**src/rtl/op_tx_scheduler_pkg.sv**
```systemverilog
// Shared definitions for the operation transmit scheduler: FSM encodings and
// operation indices used by the menu FSM to address requesters.
package op_tx_scheduler_pkg;

   typedef enum logic [1:0] {
      S_IDLE  = 2'd0,
      S_RUN   = 2'd1,
      S_DRAIN = 2'd2
   } sched_state_e;

   localparam int unsigned OP_ADD    = 0;
   localparam int unsigned OP_SCALAR = 1;
   localparam int unsigned OP_TRANS  = 2;
   localparam int unsigned OP_MUL    = 3;

endpackage

```
**src/rtl/op_tx_scheduler_if.sv**
```systemverilog
// Bundle of the scheduler's request/printer/UART signals. The master modport is
// the environment (menu FSM, printers, UART); the slave modport is the scheduler.
interface op_tx_scheduler_if #(
   parameter int unsigned NUM_REQ = 4
);

   logic [NUM_REQ-1:0]   req;
   logic [NUM_REQ-1:0]   op_start;
   logic [NUM_REQ-1:0]   op_done;
   logic [NUM_REQ-1:0]   op_tx_start;
   logic [8*NUM_REQ-1:0] op_tx_data;
   logic [NUM_REQ-1:0]   op_tx_busy;
   logic                 tx_busy;
   logic                 tx_start;
   logic [7:0]           tx_data;
   logic [NUM_REQ-1:0]   grant;
   logic                 busy;
   logic                 sched_done;
   logic                 stray;
   logic                 timeout;

   modport master (
      output req, op_done, op_tx_start, op_tx_data, tx_busy,
      input  op_start, op_tx_busy, tx_start, tx_data, grant, busy, sched_done, stray, timeout
   );

   modport slave (
      input  req, op_done, op_tx_start, op_tx_data, tx_busy,
      output op_start, op_tx_busy, tx_start, tx_data, grant, busy, sched_done, stray, timeout
   );

endinterface

```
**src/rtl/op_tx_scheduler_rr_pick.sv**
```systemverilog
// Combinational round-robin picker: first set bit of req searching upward from
// last+1 with wrap-around, so the previous winner has lowest priority.
module op_tx_scheduler_rr_pick #(
   parameter int unsigned NUM_REQ = 4,
   parameter int unsigned IW      = 2
) (
   input  logic [NUM_REQ-1:0] req,
   input  logic [IW-1:0]      last,
   output logic [NUM_REQ-1:0] onehot,
   output logic [IW-1:0]      index,
   output logic               any
);

   logic [IW-1:0] k;

   // Scan NUM_REQ positions starting after last; the final position is last itself.
   always_comb begin
      onehot = '0;
      index  = '0;
      any    = 1'b0;
      k      = '0;
      for (int unsigned i = 1; i <= NUM_REQ; i++) begin
         k = IW'((32'(last) + i) % NUM_REQ);
         if (!any && req[k]) begin
            any       = 1'b1;
            index     = k;
            onehot[k] = 1'b1;
         end
      end
   end

endmodule

```
**src/rtl/op_tx_scheduler.sv**
```systemverilog
// Shares one UART transmitter between NUM_REQ operation printers. Grants are
// round-robin and held until the winner's done pulse and the UART has drained.
// Optional watchdog: define SCHED_WATCHDOG_EN to release a hung grant after
// WDOG_CYCLES cycles without a forwarded byte.
module op_tx_scheduler
   import op_tx_scheduler_pkg::*;
#(
   parameter int unsigned NUM_REQ     = 4,
   parameter int unsigned WDOG_CYCLES = 100000000
) (
   input logic               clk,
   input logic               rst_n,
   op_tx_scheduler_if.slave  bus
);

   localparam int unsigned IW = (NUM_REQ > 1) ? $clog2(NUM_REQ) : 1;

   sched_state_e       state_q, state_d;
   logic [NUM_REQ-1:0] grant_q, grant_d;
   logic [NUM_REQ-1:0] op_start_q, op_start_d;
   // Also serves as the granted index while a grant is held.
   logic [IW-1:0]      last_q, last_d;
   logic               sched_done_q, sched_done_d;
   logic               stray_q, stray_d;
   logic               timeout_q, timeout_d;
   logic [NUM_REQ-1:0] pick_onehot;
   logic [IW-1:0]      pick_index;
   logic               pick_any;
   logic               active;
   logic               wdog_hit;

   assign active = (state_q == S_RUN) || (state_q == S_DRAIN);

   op_tx_scheduler_rr_pick #(
      .NUM_REQ (NUM_REQ),
      .IW      (IW)
   ) u_rr_pick (
      .req    (bus.req),
      .last   (last_q),
      .onehot (pick_onehot),
      .index  (pick_index),
      .any    (pick_any)
   );

   // Route only the granted printer to the UART; everyone else sees busy.
   always_comb begin
      bus.tx_start   = 1'b0;
      bus.tx_data    = 8'h00;
      bus.op_tx_busy = '1;
      if (active) begin
         bus.tx_start           = bus.op_tx_start[last_q];
         bus.tx_data            = bus.op_tx_data[{last_q, 3'b000} +: 8];
         bus.op_tx_busy[last_q] = bus.tx_busy;
      end
   end

`ifdef SCHED_WATCHDOG_EN
   logic [31:0] wdog_q, wdog_d;

   assign wdog_hit = active && (wdog_q == 32'(WDOG_CYCLES - 1));

   // Idle-time counter: restarts outside a grant and on every forwarded byte.
   always_comb begin
      wdog_d = wdog_q + 32'd1;
      if (!active || bus.tx_start) begin
         wdog_d = '0;
      end
   end

   // Watchdog counter register.
   always_ff @(posedge clk or negedge rst_n) begin
      if (!rst_n) begin
         wdog_q <= '0;
      end else begin
         wdog_q <= wdog_d;
      end
   end
`else
   logic unused_wdog;

   assign wdog_hit    = 1'b0;
   assign unused_wdog = ^WDOG_CYCLES;
`endif

   // Next-state logic: arbitrate, wait for done, wait for drain.
   always_comb begin
      state_d      = state_q;
      grant_d      = grant_q;
      last_d       = last_q;
      op_start_d   = '0;
      sched_done_d = 1'b0;
      timeout_d    = 1'b0;
      // grant_q is zero when idle, so any strobe there is stray too.
      stray_d      = |(bus.op_tx_start & ~grant_q);
      unique case (state_q)
         S_IDLE: begin
            if (pick_any) begin
               grant_d    = pick_onehot;
               last_d     = pick_index;
               op_start_d = pick_onehot;
               state_d    = S_RUN;
            end
         end
         S_RUN: begin
            if (bus.op_done[last_q]) begin
               state_d = S_DRAIN;
            end
         end
         S_DRAIN: begin
            if (!bus.tx_busy) begin
               state_d      = S_IDLE;
               grant_d      = '0;
               sched_done_d = 1'b1;
            end
         end
         default: begin
            state_d = S_IDLE;
            grant_d = '0;
         end
      endcase
      if (wdog_hit) begin
         state_d      = S_IDLE;
         grant_d      = '0;
         sched_done_d = 1'b1;
         timeout_d    = 1'b1;
      end
   end

   // State and registered output pulses.
   always_ff @(posedge clk or negedge rst_n) begin
      if (!rst_n) begin
         state_q      <= S_IDLE;
         grant_q      <= '0;
         op_start_q   <= '0;
         last_q       <= IW'(NUM_REQ - 1);
         sched_done_q <= 1'b0;
         stray_q      <= 1'b0;
         timeout_q    <= 1'b0;
      end else begin
         state_q      <= state_d;
         grant_q      <= grant_d;
         op_start_q   <= op_start_d;
         last_q       <= last_d;
         sched_done_q <= sched_done_d;
         stray_q      <= stray_d;
         timeout_q    <= timeout_d;
      end
   end

   assign bus.grant      = grant_q;
   assign bus.op_start   = op_start_q;
   assign bus.busy       = active;
   assign bus.sched_done = sched_done_q;
   assign bus.stray      = stray_q;
   assign bus.timeout    = timeout_q;

endmodule

```
**src/flat_wrapper.sv**
```systemverilog
// flat-port wrapper written by rule: the top's interface ports become plain ports
module op_tx_scheduler_flat import op_tx_scheduler_pkg::*;
#(
   parameter int unsigned NUM_REQ     = 4,
   parameter int unsigned WDOG_CYCLES = 100000000
)
  (clk, rst_n, bus_req, bus_op_done, bus_op_tx_start, bus_op_tx_data, bus_tx_busy, bus_op_start, bus_op_tx_busy, bus_tx_start, bus_tx_data, bus_grant, bus_busy, bus_sched_done, bus_stray, bus_timeout);
  op_tx_scheduler_if #(.NUM_REQ(NUM_REQ)) bus_i ();
  input logic clk;
  input logic rst_n;
  input wire logic [$bits(bus_i.req)-1:0] bus_req;
  input wire logic [$bits(bus_i.op_done)-1:0] bus_op_done;
  input wire logic [$bits(bus_i.op_tx_start)-1:0] bus_op_tx_start;
  input wire logic [$bits(bus_i.op_tx_data)-1:0] bus_op_tx_data;
  input wire logic [$bits(bus_i.tx_busy)-1:0] bus_tx_busy;
  output wire logic [$bits(bus_i.op_start)-1:0] bus_op_start;
  output wire logic [$bits(bus_i.op_tx_busy)-1:0] bus_op_tx_busy;
  output wire logic [$bits(bus_i.tx_start)-1:0] bus_tx_start;
  output wire logic [$bits(bus_i.tx_data)-1:0] bus_tx_data;
  output wire logic [$bits(bus_i.grant)-1:0] bus_grant;
  output wire logic [$bits(bus_i.busy)-1:0] bus_busy;
  output wire logic [$bits(bus_i.sched_done)-1:0] bus_sched_done;
  output wire logic [$bits(bus_i.stray)-1:0] bus_stray;
  output wire logic [$bits(bus_i.timeout)-1:0] bus_timeout;
  assign bus_i.req = bus_req;
  assign bus_i.op_done = bus_op_done;
  assign bus_i.op_tx_start = bus_op_tx_start;
  assign bus_i.op_tx_data = bus_op_tx_data;
  assign bus_i.tx_busy = bus_tx_busy;
  assign bus_op_start = bus_i.op_start;
  assign bus_op_tx_busy = bus_i.op_tx_busy;
  assign bus_tx_start = bus_i.tx_start;
  assign bus_tx_data = bus_i.tx_data;
  assign bus_grant = bus_i.grant;
  assign bus_busy = bus_i.busy;
  assign bus_sched_done = bus_i.sched_done;
  assign bus_stray = bus_i.stray;
  assign bus_timeout = bus_i.timeout;
  op_tx_scheduler #(.NUM_REQ(NUM_REQ), .WDOG_CYCLES(WDOG_CYCLES)) u_core (.clk(clk), .rst_n(rst_n), .bus(bus_i));
endmodule
```
**config.mk**
```make
export PLATFORM = sky130hd
export DESIGN_NAME = op_tx_scheduler_flat
export DESIGN_NICKNAME = d
export VERILOG_FILES = /design/src/rtl/op_tx_scheduler_pkg.sv /design/src/rtl/op_tx_scheduler_if.sv /design/src/rtl/op_tx_scheduler_rr_pick.sv /design/src/rtl/op_tx_scheduler.sv /design/src/flat_wrapper.sv
export SDC_FILE = /design/constraint.sdc
export NUM_CORES = 1
export LEC_CHECK = 0
export ABC_AREA = 1
export CAP_MARGIN = 20
export CORE_ASPECT_RATIO = 2
export CORE_UTILIZATION = 35
export DETAILED_ROUTE_END_ITERATION = 6
export GPL_TIMING_DRIVEN = 0
export PLACE_DENSITY = 0.71
export REMOVE_ABC_BUFFERS = 1
export SLEW_MARGIN = 10
export SYNTH_ARGS = -nofsm -noshare
export SYNTH_HDL_FRONTEND = slang
export SYNTH_SLANG_ARGS = --single-unit
```
**constraint.sdc**
```tcl
create_clock -name clk -period 2.8 [get_ports clk]
set_input_delay 0.28 -clock clk [delete_from_list [all_inputs] [get_ports clk]]
set_output_delay 0.28 -clock clk [all_outputs]
set_load 0.01 [all_outputs]
```
==> out/metrics.cfg <==
[place]
gp_congestion = 0.812
hpwl_mm = 3.23
dp_worst_setup_slack_ns = 0.108
io_buffer_count = 70

[worst_setup_path]
timing.critical_path.slowest_cell_delay_ns = 0.78
start_kind = flop
r2r_start = u_core.last_q[1]
cp_data_required_time_ns = 2.52
timing.critical_path.max_delay_family = buffers and inverters
worst_r2r_endpoint = u_core.bus.grant[3]
endpoint_kind = output port
worstPathMaxFanout = 19
path_cells = clkinvlp_4 -> buf_4 -> a21oi_1 -> o21ai_0 -> a21oi_1 -> clkdlybuf4s50_1
reg2reg_depth = 10
critical_path_class = flop to output port
worst_path_most_repeated_cell = a21oi_1
r2r_slack_ns = 0.32
worst-path-buf-inv = 3
startpoint = u_core.last_q[1]
worst_path_max_delay_cell = dfstp_2
cp.arrival_ns = 2.36

[timing]
timing_hold_violations_final = 0
totalNegativeSetupSlack_ns = 0
min_period_over_period_pct = 94.4
finalSetupViolCount = 0
period_minus_slack_ns = 2.64
max_slew_margin_pct = 60.5
fin_ws_ns = 0.158
finalMaxSlewViolations = 0
fin_skew_ns = 0.00163
clock.fmax_mhz = 378
worstMarginPinSlew_ns = 0.591

[yosys]
netlist-cell-type-count = 31
mapped_cells = 223
fraction_of_the_yosys_area_taken_by_sequential_cells_pct = 24.3
syn-cell-area_um2 = 1450
ys_warn_count = 0
synth.ff_latch_count = 14
synth.avg_cell_area_um2 = 6.52

[floorplan]
core_um2 = 3920
chip_height_um = 93.2
io_pins = 72
die_width_um = 47.6
floorplan.rows = 32
die_area_um2 = 4430
start_util_pct = 37.1

[clock_network]
clk-insertion-delay-late_ns = 0.25
tritoncts = built
clk_transition_reported_paths_ns = 0.05
cts_hold_buffers = 0
cts-buffers-inserted = 3
clock_sinks = 14
clock_tree.htree_level_count = 1
maximum_root_to_sink_buffer_count = 2
clock-root-buffer = clkbuf_8

[route]
drt-total-wl_mm = 4.02
drtAntennaViolNets = 0
via_density_per_instance = 4.72
route.detailed.wl_per_inst_um = 11.8
drc = 0
num_vias = 1608
drt-pass1-iter-count = 4
drt_first_iter_violations = 16

[power]
power_per_cell_area_nw_per_um2 = 1030
p_leak_uw = 0.00105
irDropWorstVdd_v = 0.000679
fin_total_pwr_uw = 2310

[final_layout]
multiInputGateArea_um2 = 943
area_growth_syn_to_layout_pct = 54.3
antenna-diode-count = 0
final_cell_mix = clkdlybuf4s50_1 (70), nand2_1 (42), nor2_1 (38), o21ai_0 (24)
nFillCells = 428
finish.utilization_pct = 57.2
final_common_cell = clkdlybuf4s50_1
fraction_of_final_layout_cells_sized_beyond_drive_strength_1_pct = 9.31
final-seq-area_um2 = 357
finish.net_count = 349

[grt]
grt.total_usage_pct = 20.0
grt_pass1_wl_mm = 6.55
grt-ovfl-total = 0
grt_antenna_before_repair = 0
pin_count_of_the_biggest_net_entering_global_routing = 31
grt_pass1_vias = 1496

[status]
outcome = complete, no violations

[min_path]
worstHoldPathType = input port to asynchronous set/reset pin

[run]
max_cap_viol_count = 0

-- repair_timing --
item,4_1_cts,5_1_grt
buffers inserted,0,3
endpoints found under the hold margin,0,0
setup endpoints to repair,0,12
resized for setup,0,2
-- cell type report --
class,count,share of cell area (%)
inverter,24,4.52
clock buffer,4,2.45
timing repair buffer,73,32.2
tap,51,2.84
multi-input combinational,175,42.1
sequential,14,15.9
-- logic make-up after synthesis --
kind of cell,count (synthesis),synth area share (%)
compound gates,43,15.8
buf+inv,34,10.8
flops,14,24.3
simple gates,120,39.3
other cells,1,0.258
fa+ha+maj,11,9.47
-- worst register-to-register path: stages, from the launching register on --
cell	delay, ns
dfstp_2	0.78
clkinvlp_4	0.23
ha_1	0.39
inv_1	0.07
nand3_1	0.12
nand2_4	0.12
nor2_1	0.27
a21boi_0	0.15
nand3_1	0.12
nand3_1	0.09
nand2_1	0.07
-- worst max path at each step --
| stage | end | slack [ns] | cells past startpoint |
|---|---|---|---|
| 6_report | bus_tx_start | 0.16 | 6 |
| 5_1_grt | bus_tx_data[5] | -0.0002 | 6 |
| 4_1_cts | u_core.bus.grant[3] | 0.09 | 10 |
| 3_5_place_dp | u_core.bus.grant[3] | 0.11 | 10 |
| 3_3_place_gp | u_core.bus.grant[3] | 0.18 | 10 |
| 2_1_floorplan | u_core.bus.grant[0] | 0.61 | 10 |
-- flip-flops by register name, summed over array words and instances, names as in the netlist --
name	flops
u_core.bus.sched_done	1
u_core.bus.op_start	4
u_core.bus.grant	4
u_core.bus.stray	1
u_core.last_q	2
u_core.state_q	2
-- cells in the mapped netlist, drive strengths merged --
| cell type | n | area (µm²) |
|---|---|---|
| nor2 | 41 | 180 |
| nand2 | 51 | 229 |
| nand4 | 5 | 37.5 |
| clkinv | 1 | 3.75 |
| o21ai | 25 | 125 |
| conb | 1 | 3.75 |
| or2 | 1 | 6.26 |
| o221ai | 1 | 8.76 |
| inv | 23 | 93.8 |
| nand3 | 21 | 110 |
| clkbuf | 4 | 15.0 |
| ha | 11 | 138 |
| a21boi | 4 | 30.0 |
| a21oi | 12 | 60.1 |
| dfrtp | 12 | 300 |
| dfstp | 2 | 52.6 |
| o22ai | 1 | 6.26 |
| buf | 6 | 45.0 |
| and2 | 1 | 8.76 |
-- power breakdown --
part           switching (µW)  total, µW  internal [µW]
combinational             952       1700            749
sequential                131        420            288
clock                    69.4        194            125
-- metal layers --
layer / routed length, µm / track usage, % / up-vias / share of wire, %
met1: 1420 / 20.0 / 709 / 35
li1: - / - / 847 / -
met3: 89 / 1.74 / 13 / 2.2
met5: 0 / 0 / - / 0
met4: 160 / 10.6 / 0 / 4.0
met2: 2350 / 36.9 / 39 / 58
-- metrics by stage --
step | hold WS (ns) | instance area [µm²] | instances
detailed placement | 0.502 | 2160 | 334
finish | 0.410 | 2240 | 341
floorplan | -0.0156 | 1390 | 213
global placement | 0.491 | 2160 | 334
CTS | 0.424 | 2210 | 338
global route | 0.458 | 2240 | 341
(Power assumes the default switching activity.)
